`src/rtl/wptr_full_ctrl_pkg.sv`:
```
// Shared constants for the write-side pointer / full-flag controller of the async FIFO.
// The read-side controller imports the same package.
package wptr_full_ctrl_pkg;

  localparam int WPTR_WIDTH   = 8;
  localparam int FIFO_DEPTH   = 1 << (WPTR_WIDTH - 1);
  localparam int SYNC_STAGES  = 2;
  localparam int AFULL_THRESH = 4;

endpackage

```
`src/rtl/wptr_full_ctrl_if.sv`:
```
// Write-side FIFO bus: producer request and read-pointer input, plus the
// RAM write port and status flags returned by the controller.
interface wptr_full_ctrl_if
  import wptr_full_ctrl_pkg::*;
#(
  parameter int PTR_WIDTH = WPTR_WIDTH
);

  logic                 winc;
  logic [PTR_WIDTH-1:0] rptr_gray;
  logic                 wen;
  logic [PTR_WIDTH-2:0] waddr;
  logic [PTR_WIDTH-1:0] wptr_gray;
  logic                 wfull;
  logic                 wafull;
  logic                 wovf;

  modport master (
    output winc, rptr_gray,
    input  wen, waddr, wptr_gray, wfull, wafull, wovf
  );

  modport slave (
    input  winc, rptr_gray,
    output wen, waddr, wptr_gray, wfull, wafull, wovf
  );

endinterface

```
`src/rtl/wptr_full_ctrl_g2b.sv`:
```
// Gray-to-binary converter: each binary bit is the XOR of all Gray bits from the MSB down.
// Shared by the write- and read-side pointer controllers.
module wptr_full_ctrl_g2b #(
  parameter int WIDTH = 8
) (
  input  logic [WIDTH-1:0] gray,
  output logic [WIDTH-1:0] bin
);

  for (genvar gi = 0; gi < WIDTH; gi++) begin : g_bit
    assign bin[gi] = ^gray[WIDTH-1:gi];
  end

endmodule

```
`src/rtl/wptr_full_ctrl.sv`:
```
// Write-domain pointer and full/almost-full/overflow flag controller for the async FIFO.
// The Gray pointer is registered directly so the read domain never sees a glitch.
module wptr_full_ctrl
  import wptr_full_ctrl_pkg::*;
#(
  parameter int PTR_WIDTH    = wptr_full_ctrl_pkg::WPTR_WIDTH,
  parameter int SYNC_STAGES  = wptr_full_ctrl_pkg::SYNC_STAGES,
  parameter int AFULL_THRESH = wptr_full_ctrl_pkg::AFULL_THRESH
) (
  input  logic                    wclk,
  input  logic                    wrst,
  wptr_full_ctrl_if.slave         bus
);

  localparam int                   DEPTH       = 1 << (PTR_WIDTH - 1);
  localparam logic [PTR_WIDTH-1:0] AFULL_LEVEL = PTR_WIDTH'(DEPTH - AFULL_THRESH);

  logic [PTR_WIDTH-1:0] wbin_q, wbin_d;
  logic [PTR_WIDTH-1:0] wgray_q, wgray_d;
  logic                 wfull_q, wfull_d;
  logic                 wafull_q, wafull_d;
  logic                 wovf_q, wovf_d;
  logic                 accept;
  logic [PTR_WIDTH-1:0] wq_rptr;
  logic [PTR_WIDTH-1:0] rbin_sync;
  logic [PTR_WIDTH-1:0] full_cmp;
  logic [PTR_WIDTH-1:0] fill_d;

  // Plain flop chain: no logic between stages so each bit resolves independently.
  for (genvar gi = 0; gi < SYNC_STAGES; gi++) begin : g_sync
    logic [PTR_WIDTH-1:0] stage_d, stage_q;
    if (gi == 0) begin : g_first
      assign stage_d = bus.rptr_gray;
    end else begin : g_next
      assign stage_d = g_sync[gi-1].stage_q;
    end
    always_ff @(posedge wclk) begin
      if (wrst) stage_q <= '0;
      else      stage_q <= stage_d;
    end
  end

  assign wq_rptr = g_sync[SYNC_STAGES-1].stage_q;

  wptr_full_ctrl_g2b #(
    .WIDTH (PTR_WIDTH)
  ) u_g2b (
    .gray (wq_rptr),
    .bin  (rbin_sync)
  );

  always_comb begin
    accept   = bus.winc & ~wfull_q;
    wbin_d   = wbin_q + {{(PTR_WIDTH-1){1'b0}}, accept};
    wgray_d  = wbin_d ^ (wbin_d >> 1);
    // Full when the writer is exactly one lap ahead: top two Gray bits inverted.
    full_cmp = {~wq_rptr[PTR_WIDTH-1 -: 2], wq_rptr[PTR_WIDTH-3:0]};
    wfull_d  = (wgray_d == full_cmp);
    fill_d   = wbin_d - rbin_sync;
    wafull_d = (fill_d >= AFULL_LEVEL);
    wovf_d   = wovf_q | (bus.winc & wfull_q);
  end

  always_ff @(posedge wclk) begin
    if (wrst) begin
      wbin_q   <= '0;
      wgray_q  <= '0;
      wfull_q  <= 1'b0;
      wafull_q <= 1'b0;
      wovf_q   <= 1'b0;
    end else begin
      wbin_q   <= wbin_d;
      wgray_q  <= wgray_d;
      wfull_q  <= wfull_d;
      wafull_q <= wafull_d;
      wovf_q   <= wovf_d;
    end
  end

  assign bus.wen       = accept;
  assign bus.waddr     = wbin_q[PTR_WIDTH-2:0];
  assign bus.wptr_gray = wgray_q;
  assign bus.wfull     = wfull_q;
  assign bus.wafull    = wafull_q;
  assign bus.wovf      = wovf_q;

endmodule
```
`src/flat_wrapper.sv`:
```
// flat-port wrapper written by rule: the top's interface ports become plain ports
module wptr_full_ctrl_flat import wptr_full_ctrl_pkg::*;
#(
  parameter int PTR_WIDTH    = wptr_full_ctrl_pkg::WPTR_WIDTH,
  parameter int SYNC_STAGES  = wptr_full_ctrl_pkg::SYNC_STAGES,
  parameter int AFULL_THRESH = wptr_full_ctrl_pkg::AFULL_THRESH
)
  (wclk, wrst, bus_winc, bus_rptr_gray, bus_wen, bus_waddr, bus_wptr_gray, bus_wfull, bus_wafull, bus_wovf);
  wptr_full_ctrl_if #(.PTR_WIDTH(PTR_WIDTH)) bus_i ();
  input  logic wclk;
  input  logic wrst;
  input wire logic [$bits(bus_i.winc)-1:0] bus_winc;
  input wire logic [$bits(bus_i.rptr_gray)-1:0] bus_rptr_gray;
  output wire logic [$bits(bus_i.wen)-1:0] bus_wen;
  output wire logic [$bits(bus_i.waddr)-1:0] bus_waddr;
  output wire logic [$bits(bus_i.wptr_gray)-1:0] bus_wptr_gray;
  output wire logic [$bits(bus_i.wfull)-1:0] bus_wfull;
  output wire logic [$bits(bus_i.wafull)-1:0] bus_wafull;
  output wire logic [$bits(bus_i.wovf)-1:0] bus_wovf;
  assign bus_i.winc = bus_winc;
  assign bus_i.rptr_gray = bus_rptr_gray;
  assign bus_wen = bus_i.wen;
  assign bus_waddr = bus_i.waddr;
  assign bus_wptr_gray = bus_i.wptr_gray;
  assign bus_wfull = bus_i.wfull;
  assign bus_wafull = bus_i.wafull;
  assign bus_wovf = bus_i.wovf;
  wptr_full_ctrl #(.PTR_WIDTH(PTR_WIDTH), .SYNC_STAGES(SYNC_STAGES), .AFULL_THRESH(AFULL_THRESH)) u_core (.wclk(wclk), .wrst(wrst), .bus(bus_i));
endmodule
```
`config.mk`:
```
export PLATFORM = sky130hd
export DESIGN_NAME = wptr_full_ctrl_flat
export DESIGN_NICKNAME = d
export VERILOG_FILES = /design/src/rtl/wptr_full_ctrl_pkg.sv /design/src/rtl/wptr_full_ctrl_if.sv /design/src/rtl/wptr_full_ctrl_g2b.sv /design/src/rtl/wptr_full_ctrl.sv /design/src/flat_wrapper.sv
export SDC_FILE = /design/constraint.sdc
export NUM_CORES = 1
export LEC_CHECK = 0
export ABC_CLOCK_PERIOD_IN_PS = 4100
export CORE_MARGIN = 2
export CORE_UTILIZATION = 54
export CTS_BUF_LIST = sky130_fd_sc_hd__clkbuf_2
export DETAILED_ROUTE_END_ITERATION = 8
export PLACE_DENSITY = 0.82
export SYNTH_ARGS = -nofsm -noshare
export SYNTH_HDL_FRONTEND = slang
export SYNTH_SLANG_ARGS = --single-unit
```
`constraint.sdc`:
```
create_clock -name wclk -period 4.1 [get_ports wclk]
set_input_delay 0.41 -clock wclk [delete_from_list [all_inputs] [get_ports wclk]]
set_output_delay 0.41 -clock wclk [all_outputs]
set_load 0.03 [all_outputs]
```
==> impl.org, run 1 <==
** Detailed routing
- Vias :: approximately 1.3k
- After detailed routing, the number of vias per cell comes to approximately 5.2.
- In this run the remaining antenna-violating nets after routing total 0.
- The final layout contains routed wiring with a total length of 3.18 mm.
- The first detailed-routing pass took 4 iterations.
- Iteration-0 DRC count of the detailed router :: 29
- In the routed design, unresolved DRC markers number 0.
- Routed length per instance :: about 13 um

** Setup path
- Across all register-to-register paths, the minimum setup slack is approximately 0.36 ns.
- Arrival time at the worst endpoint :: approximately 4.0 ns
- Worst-path maximum fanout :: 9
- In this run the critical register-to-register path is launched from u_core.g_sync[1].stage_q[7]$_SDFF_PP0_.
- Traced cell by cell, the critical path runs through xnor2_2 > xnor2_4 > xor2_2 > xor2_1 > xor2_1 > xnor2_1 > ha_1 > inv_1 > fa_1 > nand2_1 > mux2i_1 > mux2i_1 > xnor2_1 > nand3_1 > o32ai_1.
- The worst setup path is launched from a flop.
- Tracing the worst setup path back leads to its startpoint at u_core.g_sync[1].stage_q[7]$_SDFF_PP0_.
- The largest single stage delay on the critical path is between 0.4 and 0.5 ns.
- Critical Path End Type :: flop
- Required time at the worst-slack endpoint :: 4.37 ns
- Critical Setup Path Class :: flop to flop
- The slowest stage of the critical path belongs to the cell sky130_fd_sc_hd__fa_1.

** Placement
- Port buffering added 29 buffers.
- Post-detailed-placement half-perimeter wirelength :: between 2 and 2.5 mm
- Routability-driven placement finished with a final weighted congestion of ~0.76.
- After detailed placement, the total cell area comes to around 2000 um^2.

** GRT
- The number of antenna violations at the first check in global routing is 0.
- Total GRT Usage :: 20.3%
- First-pass GRT wire length :: approximately 5.3 mm
- Largest net degree at the start of global routing :: 36
- Vias in the first global route :: 1,267
- GRT overflow :: 0

** Logic synthesis
- Simple-gate share of the synthesized area :: a little under a fifth
- Register area share after synthesis :: between 40% and 50%
- During synthesis, Yosys emitted a total of 0 warnings.
- Adder and majority cell fraction of the synthesized area :: under 10%
- Synth Register Bits :: 34
- Each instance of the synthesized netlist takes up on average 9.84 um^2.
- Synth Cell Area :: 1670 um^2
- Number of nets in the synthesized netlist :: between 150 and 200
- Share of synthesized area spent on multiplexers :: under 10%
- Xor and xnor fraction of the mapped netlist area :: around 22%
- Combinational family with the most area after synthesis :: XOR/XNOR gates
- In the synthesized netlist the dominant register cell turns out to be sky130_fd_sc_hd__dfxtp_1.
- The synthesized netlist devotes about 7.7% of its cell area to compound gates.
- In this run, synthesis inferred 0 flip-flops with an integrated enable.
- After synthesis, the share of flip-flops with an asynchronous set or reset is 0%.
- Counting every instance in the synthesized netlist gives 170.
- Post-synth cell types :: 32

** Clocking
- Clock-pin slew was measured on the worst setup and hold paths at 0.16 ns.
- The clock drives 34 sinks.
- Cts repair resizes :: 0
- Root buffer cell :: sky130_fd_sc_hd__clkbuf_2
- Clock tree synthesis inserted a total of 5 buffers.
- TritonCTS built the clock tree.
- Hold Buf Count CTS :: 0
- Worst-Skew Late Latency :: roughly 0.35 ns
- Buffers added to address setup during post-CTS repair amount to 0.
- The clock passes through at most 2 buffers.
- The clock tree synthesis step divided the H-tree into 2 levels.

** Layout
- The repair_antennas step left the layout with diodes totalling 0.
- # nets final :: approximately 230
- Area added between synthesis and finish :: 24.8%
- After routing the design area is between 2000 and 2500 um^2.
- The multi-input combinational cells in the finished layout cover a total of around 960 um^2.
- Sequential cell area :: ~680 um^2
- Counting the fill cells in the layout gives 249.
- Leaving out fill and tap cells, the most frequent cell in the layout is sky130_fd_sc_hd__dfxtp_1.
- Leaving out fill and tap cells, the most frequent cells in the layout are sky130_fd_sc_hd__dfxtp_1 (34), sky130_fd_sc_hd__clkdlybuf4s50_1 (29), sky130_fd_sc_hd__xnor2_1 (21).
- Ratio of cells with drive above 1 in the final layout :: around 9%

** Worst hold path
- The worst hold path belongs to the class flop to flop.
- Worst Min Path Start :: u_core.g_sync[0].stage_q[1]$_SDFF_PP0_

** Timing
- Final count of negative-setup-slack endpoints :: 0
- In this run the tightest slew margin relative to its limit is between 60% and 70%.
- The hold violation total from the final report came to 0.
- The final number of max-transition violations is 0.
- Transition time at the pin with the least slew margin :: 0.551 ns
- Achievable frequency :: approximately 270 MHz
- The worst path needs between 3 and 4 ns of the cycle, external delays included.
- Share of the cycle needed by the critical path after routing :: 91.3%
- Setup repair after global routing left no endpoint under its margin.
- Adding up every negative setup slack in the final design gives 0 ns.
- The clock arrives with ~0.0093 ns of skew.
- Hold timing on the final database bottoms out at a slack of ~0.45 ns.

** Floorplan
- Pin placement for this block handled 30 I/O pins.
- Total Die Area :: 3560 um^2
- Width of the die :: 59.7 um
- Vert. Die Dim :: ~60 um
- Area of the core region :: roughly 3000 um^2
- Row generation in the floorplan step produced 20 rows.
- Initial standard-cell utilization of the core :: 55.7%

** Power
- Power per unit of standard cell area :: roughly 360 nW/um^2
- IR analysis of the VDD net gives a maximum drop of 0.200 mV.
- The analysis attributes to cell leakage a power of slightly below 0.9 nW.

** Run status
- The run finished with clean final reports.

** Flow run
- Across the run, the number of max-cap violations was 0.
==> layout make-up <==
| class | instances | area share (%) |
|---|---|---|
| clock buffers | 7 | 1.68 |
| clock inverters | 1 | 1.44 |
| inverters | 6 | 1.08 |
| multi-input cells | 127 | 45.9 |
| flip-flops and latches | 34 | 32.6 |
| well taps | 33 | 1.98 |
| repair buffers | 33 | 15.3 |
==> worst max-delay path: cells and delay by family, from the launching register on <==
family,cells,cell delay (ns)
buf+inv,1,0.06
mux,2,0.30
simple gates,2,0.22
xor+xnor,7,1.80
fa+ha+maj,2,0.59
compound gates,1,0.29
flops,1,0.41
==> final timing paths <==
| path | depth (start not counted) | to |
|---|---|---|
| setup reg to reg | 15 | u_core.bus.wafull$_SDFF_PP0_ |
| setup / recovery | 15 | u_core.bus.wafull$_SDFF_PP0_ |
| hold / removal | 1 | u_core.g_sync[1].stage_q[1]$_SDFF_PP0_ |
| hold reg to reg | 1 | u_core.g_sync[1].stage_q[1]$_SDFF_PP0_ |
==> kinds of logic (layout without fill, tap and decap cells) <==
family          Yosys count  count (layout)
compound gates           18              18
fa+ha+maj                10              10
xor+xnor                 35              35
flops                    34              34
simple gates             61              61
buf+inv                   9              47
mux                       3               3
==> cells in the mapped netlist, types with 2 or more instances <==
master	n	share of area, %
sky130_fd_sc_hd__nand3_1	6	1.8
sky130_fd_sc_hd__nor3_1	2	0.60
sky130_fd_sc_hd__dfxtp_1	34	41
sky130_fd_sc_hd__xnor2_2	2	1.9
sky130_fd_sc_hd__inv_1	6	1.3
sky130_fd_sc_hd__clkbuf_1	3	0.67
sky130_fd_sc_hd__xor2_2	3	2.9
sky130_fd_sc_hd__nor2_1	19	4.3
sky130_fd_sc_hd__xor2_1	8	4.2
sky130_fd_sc_hd__a21oi_1	6	1.8
sky130_fd_sc_hd__o31ai_1	2	0.90
sky130_fd_sc_hd__a211oi_1	2	0.90
sky130_fd_sc_hd__o211ai_1	2	0.90
sky130_fd_sc_hd__nand2_1	8	1.8
sky130_fd_sc_hd__ha_1	8	6.0
sky130_fd_sc_hd__mux2i_1	3	1.8
sky130_fd_sc_hd__nor2b_1	19	7.1
sky130_fd_sc_hd__and3_1	3	1.1
sky130_fd_sc_hd__xnor2_1	21	11
==> stage by stage <==
stage | std cells | total power [mW] | setup slack, ns | util [%]
finish | 241 | 0.760 | 0.357 | 69.5
floorplan | 170 | 0.500 | 0.831 | -
detailed placement | 233 | 0.552 | 0.378 | 67.4
global route | 241 | 0.804 | 0.0360 | 69.5
CTS | 241 | 0.766 | 0.328 | 69.5
global placement | 233 | 0.542 | 0.588 | 67.4
==> state kept, by name (all words and copies together), names as in the netlist <==
register and cells:
u_core.bus.wfull 1, u_core.g_sync.stage_q 16, u_core.bus.wafull 1, u_core.wbin_q 7
u_core.bus.wptr_gray 8, u_core.bus.wovf 1
==> routing by layer <==
metal  vias up  share of wire, %  GRT usage (%)
met5         -                 0              0
met4         0               2.0           8.57
met3         9               5.4           6.28
met2        39                55           36.0
met1       581                38           22.2
li1        632                 -              -
==> power by group <==
group | switching, mW | internal [mW]
combinational | 0.103 | 0.0885
sequential | 0.00788 | 0.345
clock | 0.106 | 0.109
total | 0.217 | 0.542
Note: power is estimated with default switching activity, not from simulation.
==> inputs of run 2 (changes only) <==
--- a/config.mk
+++ b/config.mk
@@ -9,8 +9,10 @@
 export CORE_MARGIN = 2
 export CORE_UTILIZATION = 54
 export CTS_BUF_LIST = sky130_fd_sc_hd__clkbuf_2
+export CTS_CLUSTER_DIAMETER = 30
 export DETAILED_ROUTE_END_ITERATION = 8
-export PLACE_DENSITY = 0.82
+export PLACE_DENSITY = 0.9
+export SETUP_SLACK_MARGIN = 0.05
 export SYNTH_ARGS = -nofsm -noshare
 export SYNTH_HDL_FRONTEND = slang
 export SYNTH_SLANG_ARGS = --single-unit
==> run 2 against run 1 <==
Compared with the run above:
- flip-flop and latch count is the same
- power rose by 0.98%
- clock skew increased by 0.014 ns
- wire length grew 5.8%
- count of clock-buffer cells in the layout decreased by 1
- critical path type unchanged
- critical endpoint unchanged
- largest cell class unchanged
==> impl.org, run 2 (synthesis gave the netlist of run 1 again) <==
** GRT
- The maximum number of pins on one net before global-route repair is 36 (unchanged).
- Met1 track utilization from global routing :: 26.0% (+3.8 points)
- Vias in the first global route :: 1,234 (-2.6%)
- The met3 global-route usage came to 7.36% (+1.1 points).
- Busiest metal layer after global routing :: met2
- The leftover overflow at the end of global routing is 0 (unchanged).
- The first-pass GRT wire length came to 5.67 mm (+6.2%).
- The total global routing track utilization was 22.2% (+1.9 points).
- The number of antenna violations at the first check in global routing was 0 (unchanged).
- The met2 usage in global routing was 36.6% (+0.62 points).

** Layout
- The number of antenna diodes was 0 (unchanged).
- The ratio of cells with drive above 1 in the final layout is 9.13% (unchanged).
- Number of flip-flops under the largest register name :: 16 (unchanged)
- Area added between synthesis and finish :: 25.0%
- Leaving out fill and tap cells, the most frequent cells in the layout are sky130_fd_sc_hd__dfxtp_1 (34), sky130_fd_sc_hd__clkdlybuf4s50_1 (29), sky130_fd_sc_hd__xnor2_1 (21).
- u_core.g_sync.stage_q holds more flip-flops than any other register.
- Final core utilization :: 69.6% (+0.083 points)
- # nets final :: 227 (unchanged)
- The library cell used most frequently in the layout, excluding fill and tap cells, is sky130_fd_sc_hd__dfxtp_1.

** Timing
- The final number of max-transition violations came to 0 (unchanged).
- Unrepaired setup endpoints after global routing :: false
- The slew at the pin closest to its max-slew limit came to 0.481 ns (-0.0695 ns).
- Achievable frequency :: 274 MHz (+2.4%)
- Share of the cycle needed by the critical path after routing :: 89.1% (-2.1 points)
- Post-route worst setup slack :: 0.445 ns (+0.0875 ns)
- Post-route minimum period :: 3.66 ns (-0.0875 ns)
- The total setup violations reported at the end of the flow was 0 (unchanged).
- The accumulated negative setup slack is 0 ns (unchanged).
- Final hold slack :: 0.444 ns (-0.00550 ns)
- Setup clock skew after layout :: 0.0234 ns (+0.0141 ns)
- Worst slew margin :: 67.8% (+4.7 points)
- Final Hold Viols :: 0 (unchanged)

** Detailed routing
- The detailed-route wire length per cell is 13.9 um (+5.8%).
- The overall routed net length came to 3.36 mm (+5.8%).
- Iteration-0 DRC count of the detailed router :: 38 (+31%)
- The overall via count from detail_route is 1,251 (-0.79%).
- Vias per std cell :: 5.19 (-0.79%)
- Number of detailed-route iterations in the first pass :: 5 (+1)
- The final routed DRC violation total was 0 (unchanged).
- Remaining antenna violation count :: 0 (unchanged)

** Setup path
- The setup path with the least slack is of type flop to flop.
- Required time at the worst-slack endpoint :: 4.41 ns (+0.04 ns)
- The maximum net fanout on the critical path is 9 (unchanged).
- The data arrival time of the critical path is 3.96 ns (-0.05 ns).
- Setup crit start kind :: flop
- Start point of the critical path :: u_core.g_sync[1].stage_q[5]$_SDFF_PP0_
- The most critical setup path has its endpoint at u_core.bus.wafull$_SDFF_PP0_.
- Number of cells on the worst reg-to-reg path :: 15 (unchanged)
- Critical R2R Capture :: u_core.bus.wafull$_SDFF_PP0_
- STA classifies the critical path endpoint as a flop.
- The register-to-register setup slack came to 0.44 ns (+0.09 ns).
- Startpoint of the worst register-to-register path :: u_core.g_sync[1].stage_q[5]$_SDFF_PP0_

** Clocking
- Hold Buf Count CTS :: 0 (unchanged)
- The total CTS buffers was 5 (unchanged).
- The number of buffers on the longest clock path came to 2 (unchanged).
- TritonCTS built the clock tree.
- Clock tree synthesis selected as its root buffer the cell sky130_fd_sc_hd__clkbuf_2.
- The total number of clock tree sinks was 34 (unchanged).
- Worst-Skew Late Latency :: 0.38 ns (+0.03 ns)
- Cts repair resizes :: 0 (unchanged)
- Post-CTS repair timing setup buffer count :: 0 (unchanged)
- Clock H-tree levels :: 2 (unchanged)
- Clk pin slew, worst setup/hold paths :: 0.19 ns (+0.03 ns)

** Floorplan
- Placement row count :: 20 (unchanged)
- The width of the die is 59.7 um (unchanged).
- Vert. Die Dim :: 59.7 um (unchanged)
- The top-level I/O count was 30 (unchanged).
- The standard cell core area came to 3000 um^2 (unchanged).
- The overall die area is 3560 um^2 (unchanged).
- Initial standard-cell utilization of the core :: 55.7% (unchanged)

** Power
- Switching part of the total :: 29.6% (+1.0 points)
- The power per cell area is 367 nW/um^2 (+0.86%).
- Net Switching :: 0.227 mW (+4.6%)
- Int Power :: 0.540 mW (-0.48%)
- Leakage power summed over all cells :: 0.868 nW (-0.31%)
- The maximum vdd ir drop came to 0.236 mV (+18%).
- The sequential group share of total power was 46.0% (-0.5 points).
- The proportion of power drawn by combinational gates is 25.4% (about the same).
- The clock network fraction of design power came to 28.6% (+0.3 points).
- Power after layout :: 0.767 mW (+0.98%)

** Run status
- The flow ran to the end, and the final reports show no timing, DRC or antenna violations.

** Placement
- Input/output buffers :: 29 (unchanged)
- Worst-case setup slack after placement :: 0.447 ns (+0.0691 ns)
- The detailed placement HPWL is 2.63 mm (+5.5%).
- The routability congestion estimate from global placement was 0.815 (+6.6%).

** Flow run
- The max-cap check violation count is 0 (unchanged).

** Worst hold path
- Hold Crit Class :: flop to flop
[run 2: cell count changes in the layout (fill, tap and decap cells not counted), sizes merged]
cell,change
clkbuf,-1
clkinvlp,+1
[run 2: stage by stage]
| stage | cell area [um^2] | std cells |
|---|---|---|
| 5_1_grt | 2090 | 241 |
| 2_1_floorplan | 1670 | 170 |
| 6_report | 2090 | 241 |
| 3_5_place_dp | 2020 | 233 |
| 4_1_cts | 2090 | 241 |
| 3_3_place_gp | 2020 | 233 |
[run 2: layout make-up]
class	count	area (um^2)
Multi-Input combinational cell	127	958
Fill cell	230	912
Sequential cell	34	681
Timing Repair Buffer	33	320
Tap cell	33	41.3
Clock inverter	2	37.5
Clock buffer	6	30.0
Inverter	6	22.5
[run 2: power by group through the flow]
stage          sequential [mW]  clock [mW]  combinational (mW)
2_1_floorplan            0.373           0               0.127
3_3_place_gp             0.359           0               0.183
3_5_place_dp             0.360           0               0.194
4_1_cts                  0.353       0.223               0.194
5_1_grt                  0.355       0.239               0.215
6_report                 0.353       0.219               0.195
[run 2: worst min-delay path by stage]
stage	cells past startpoint	to	slack, ns	from
final	1	u_core.g_sync[1].stage_q[2]$_SDFF_PP0_	0.44	u_core.g_sync[0].stage_q[2]$_SDFF_PP0_
after detailed placement	1	u_core.g_sync[1].stage_q[2]$_SDFF_PP0_	0.42	u_core.g_sync[0].stage_q[2]$_SDFF_PP0_
after global placement	1	u_core.g_sync[1].stage_q[0]$_SDFF_PP0_	0.42	u_core.g_sync[0].stage_q[0]$_SDFF_PP0_
after CTS	1	u_core.g_sync[1].stage_q[2]$_SDFF_PP0_	0.45	u_core.g_sync[0].stage_q[2]$_SDFF_PP0_
after global routing	1	u_core.g_sync[1].stage_q[3]$_SDFF_PP0_	0.47	u_core.g_sync[0].stage_q[3]$_SDFF_PP0_
after floorplan	1	u_core.g_sync[1].stage_q[0]$_SDFF_PP0_	0.41	u_core.g_sync[0].stage_q[0]$_SDFF_PP0_
[run 2: layer usage]
| layer | up-vias | share of wire [%] | wire, um |
|---|---|---|---|
| met1 | 568 | 41 | 1390 |
| met5 | - | 0 | 0 |
| met4 | 0 | 2.3 | 78 |
| met2 | 34 | 52 | 1750 |
| met3 | 12 | 4.2 | 142 |
| li1 | 637 | - | - |
[run 2: worst max-delay path: stages, from the launching register on]
cell	delay, ns
sky130_fd_sc_hd__dfxtp_1	0.39
sky130_fd_sc_hd__xnor2_1	0.38
sky130_fd_sc_hd__xnor2_4	0.22
sky130_fd_sc_hd__xor2_2	0.20
sky130_fd_sc_hd__xor2_1	0.26
sky130_fd_sc_hd__xor2_1	0.34
sky130_fd_sc_hd__xnor2_1	0.17
sky130_fd_sc_hd__ha_1	0.17
sky130_fd_sc_hd__inv_1	0.06
sky130_fd_sc_hd__fa_1	0.41
sky130_fd_sc_hd__nand2_1	0.13
sky130_fd_sc_hd__mux2i_1	0.22
sky130_fd_sc_hd__mux2i_1	0.12
sky130_fd_sc_hd__xnor2_1	0.15
sky130_fd_sc_hd__nand3_1	0.09
sky130_fd_sc_hd__o32ai_1	0.27
==> inputs of run 3 (changes only) <==
--- a/config.mk
+++ b/config.mk
@@ -12,6 +12,8 @@
 export CTS_CLUSTER_DIAMETER = 30
 export DETAILED_ROUTE_END_ITERATION = 8
 export PLACE_DENSITY = 0.9
+export RECOVER_POWER = 50
+export REMOVE_ABC_BUFFERS = 1
 export SETUP_SLACK_MARGIN = 0.05
 export SYNTH_ARGS = -nofsm -noshare
 export SYNTH_HDL_FRONTEND = slang
==> run 3 against run 2 <==
Compared with the run above:
- hold slack improved by 0.014 ns
- clock power fell by 30%
- global-route usage fell by 2.2 points
- final cell count fell by 1.2%
- final area fell by 3.0%
- critical path type unchanged
- sequential share of layout area rose by 1.0 points
==> impl.org, run 3 (synthesis gave the netlist of run 1 again) <==
** Run status
- The run finished with clean final reports.

** Detailed routing
- Iteration-0 DRC count of the detailed router :: 23 (-39%)
- Total length of routed met2 wires :: 1.65 mm (-5.3%)
- The highest metal layer carrying signal wires in the routed design is met4.
- Routed wire length on met3 :: 141 um (-0.70%)
- Vias :: 1,265 (+1.1%)
- The detailed-route vias per instance came to 5.32 (+2.4%).
- The detailed-route wire length per cell is 13.5 um (-3.4%).
- The sum of routed wire segments on met1 was 1.32 mm (-5.2%).
- The post-route antenna net violation count is 0 (unchanged).
- The final routed DRC violation total was 0 (unchanged).
- The overall routed net length is 3.20 mm (-4.6%).
- Number of detailed-route iterations in the first pass :: 4 (-1)

** Placement
- The number of buffers inserted by port buffering was 29 (unchanged).
- Global placer's final weighted congestion :: 0.833 (+2.2%)
- The detailed placement HPWL is 2.46 mm (-6.5%).
- The total instance count after detailed placement was 230 (-1.3%).
- The cell area after placement was 2000 um^2 (-1.1%).

** Worst hold path
- For hold timing, the worst endpoint is u_core.g_sync[1].stage_q[2]$_SDFF_PP0_.
- The startpoint identified for the worst hold timing path is u_core.g_sync[0].stage_q[2]$_SDFF_PP0_.
- The number of stages on the worst hold path is 1 (unchanged).
- The tightest min-delay check is of the flop to flop type.

** Timing
- The worst clock skew is 0.0327 ns (+0.00924 ns).
- The hold violation total from the final report came to 0 (unchanged).
- Worst slew margin :: 45.1% (-23 points)
- Slew Viols, Final :: 0 (unchanged)
- Final hold slack :: 0.457 ns (+0.0136 ns)
- The accumulated negative setup slack came to 0 ns (unchanged).
- Unrepaired setup endpoints after global routing :: false
- The final period demand of the worst path is 3.69 ns (+0.0358 ns).
- Achievable frequency :: 271 MHz (-0.97%)
- The slew at the pin closest to its max-slew limit was 0.824 ns (+0.343 ns).
- Share of the cycle needed by the critical path after routing :: 90.0% (+0.87 points)
- The total setup violations reported at the end of the flow came to 0 (unchanged).

** Clocking
- Clock buffers created by TritonCTS :: 5 (unchanged)
- The count of buffers added by post-CTS timing repair for setup is 0 (unchanged).
- The total number of clock tree sinks is 34 (unchanged).
- TritonCTS clock tree :: built
- The number of levels in the clock H-tree is 2 (unchanged).
- Clk pin slew, worst setup/hold paths :: 0.19 ns (about the same)
- Cts repair resizes :: 0 (unchanged)
- The tree is rooted in a sky130_fd_sc_hd__clkbuf_2.
- The number of buffers on the longest clock path is 2 (unchanged).
- The post-cts hold buffer count is 0 (unchanged).
- The clock latency on the worst-skew pair came to 0.39 ns (about the same).

** Setup path
- In this run the critical register-to-register path is launched from u_core.g_sync[1].stage_q[5]$_SDFF_PP0_.
- Arrival time at the worst endpoint :: 4.02 ns (+0.06 ns)
- The most numerous cell type found on the critical path is sky130_fd_sc_hd__xnor2_1.
- STA classifies the critical path endpoint as a flop.
- The critical path goes through xnor2_1 > xnor2_4 > xor2_2 > xor2_1 > xor2_1 > xnor2_1 > ha_1 > inv_1 > fa_1 > nand2_1 > mux2i_1 > mux2i_1 > xnor2_1 > nand3_1 > o32ai_1.
- Number of cells on the worst reg-to-reg path :: 15 (unchanged)
- Stage delay of the slowest cell on the critical path :: 0.41 ns (about the same)
- The slowest stage of the critical path is the sky130_fd_sc_hd__fa_1 cell.
- The worst register-to-register path ends at u_core.bus.wafull$_SDFF_PP0_.
- Internal reg-to-reg setup slack :: 0.41 ns (-0.04 ns)
- The maximum net fanout on the critical path was 9 (unchanged).
- Critical Setup Path Class :: flop to flop
- Required time at the worst-slack endpoint :: 4.43 ns (+0.02 ns)
- Setup crit start kind :: flop

** Power
- The clock network fraction of design power came to 22.0% (-6.6 points).
- The power per cell area came to 345 nW/um^2 (-6.1%).
- The sequential group share of total power came to 50.5% (+4.5 points).
- The internal power was 0.474 mW (-12%).
- Max rail drop VDD :: 0.269 mV (+14%)
- Switching part of the total :: 32.1% (+2.5 points)
- Share of total power in combinational logic :: 27.5% (+2.1 points)
- Net Switching :: 0.224 mW (-1.3%)
- Leakage power summed over all cells :: 0.852 nW (-1.9%)

** GRT
- The number of global-route vias before repair is 1,196 (-3.1%).
- GRT overflow :: 0 (unchanged)
- First-pass GRT wire length :: 5.09 mm (-10%)
- Largest net degree at the start of global routing :: 22 (-39%)
- Total GRT Usage :: 20.0% (-2.2 points)
- Initial antenna violation count :: 0 (unchanged)

** Layout
- Sequential cell area :: 681 um^2 (unchanged)
- The post-layout instance count excluding filler cells came to 238 (-1.2%).
- Relative to the synthesized area, the layout overhead comes to 21.2%.
- Area occupied by multi-input gates :: 951 um^2 (-0.78%)
- Largest register by flop count :: u_core.g_sync.stage_q
- Highest-count cells in the layout ignoring fill and taps :: sky130_fd_sc_hd__dfxtp_1 (34), sky130_fd_sc_hd__clkdlybuf4s50_1 (24), sky130_fd_sc_hd__xnor2_1 (21)
- The post-route standard cell area excluding fillers was 2030 um^2 (-3.0%).
- Ratio of cells with drive above 1 in the final layout :: 6.34% (-2.8 points)
- The count of fill cells added during filler insertion was 231 (+0.43%).
- The number of flip-flops under the largest register name was 16 (unchanged).
- Commonest non-fill, non-tap cell in the layout :: sky130_fd_sc_hd__dfxtp_1
- # nets final :: 224 (-1.3%)
- The number of antenna diodes was 0 (unchanged).

** Flow run
- Maximum Capacitance Violations :: 0 (unchanged)

** Floorplan
- Area of the core region :: 3000 um^2 (unchanged)
- Total Die Area :: 3560 um^2 (unchanged)
- The effective utilization at floorplan is 55.7% (unchanged).
- The width of the die is 59.7 um (unchanged).
- The top-level I/O count came to 30 (unchanged).
- Placement row count :: 20 (unchanged)
- Vert. Die Dim :: 59.7 um (unchanged)
run 3: cell count changes in the layout (fill, tap and decap cells not counted), sizes merged:
cell / before / now
buf: 4 / 0
bufinv: 1 / 0
clkbuf: 6 / 7
clkdlybuf4s50: 29 / 24
clkinv: 0 / 2
clkinvlp: 1 / 0
dlygate4sd3: 0 / 5
run 3: worst max-delay path by stage:
stage	startpoint	end	cells after the start
after floorplan	u_core.g_sync[1].stage_q[5]$_SDFF_PP0_	u_core.bus.wafull$_SDFF_PP0_	15
after global placement	u_core.g_sync[1].stage_q[5]$_SDFF_PP0_	u_core.bus.wafull$_SDFF_PP0_	15
after detailed placement	u_core.g_sync[1].stage_q[5]$_SDFF_PP0_	u_core.bus.wafull$_SDFF_PP0_	15
after CTS	u_core.g_sync[1].stage_q[5]$_SDFF_PP0_	u_core.bus.wafull$_SDFF_PP0_	15
after global routing	u_core.g_sync[1].stage_q[5]$_SDFF_PP0_	u_core.bus.wafull$_SDFF_PP0_	15
final	u_core.g_sync[1].stage_q[5]$_SDFF_PP0_	u_core.bus.wafull$_SDFF_PP0_	15
run 3: power groups by stage:
stage	clock [mW]	combinational [mW]	sequential, mW
CTS	0.157	0.194	0.353
floorplan	0	0.123	0.373
global placement	0	0.183	0.359
global route	0.173	0.208	0.354
finish	0.154	0.192	0.353
detailed placement	0	0.193	0.360
run 3: layer usage:
layer / global-route usage [%] / vias up
li1: - / 630
met1: 21.2 / 583
met2: 34.9 / 38
met3: 6.93 / 14
met4: 9.84 / 0
met5: 0 / -
run 3: stage by stage:
| step | worst slack (ns) | power [mW] | util [%] |
|---|---|---|---|
| 2_1_floorplan | 0.831 | 0.497 | - |
| 3_3_place_gp | 0.585 | 0.542 | 66.6 |
| 3_5_place_dp | 0.468 | 0.553 | 66.6 |
| 4_1_cts | 0.402 | 0.704 | 67.9 |
| 5_1_grt | 0.147 | 0.735 | 67.5 |
| 6_report | 0.409 | 0.699 | 67.5 |
run 3: layout make-up:
type,instances,area share (%)
multi-input combinational,127,46.9
clock inverter,2,0.432
sequential,34,33.6
timing repair buffer,30,14.5
tap,33,2.04
inverter,6,1.11
clock buffer,6,1.48
run 3: critical path, delay by kind of cell, from the launching register on:
family                   cells  cell delay (ns)
flip-flops                   1             0.39
AND/OR/NAND/NOR              2             0.22
XOR/XNOR                     7             1.79
multiplexers                 2             0.30
AO/OA/AOI/OAI                1             0.27
adder cells (fa/ha/maj)      2             0.57
buffers and inverters        1             0.06
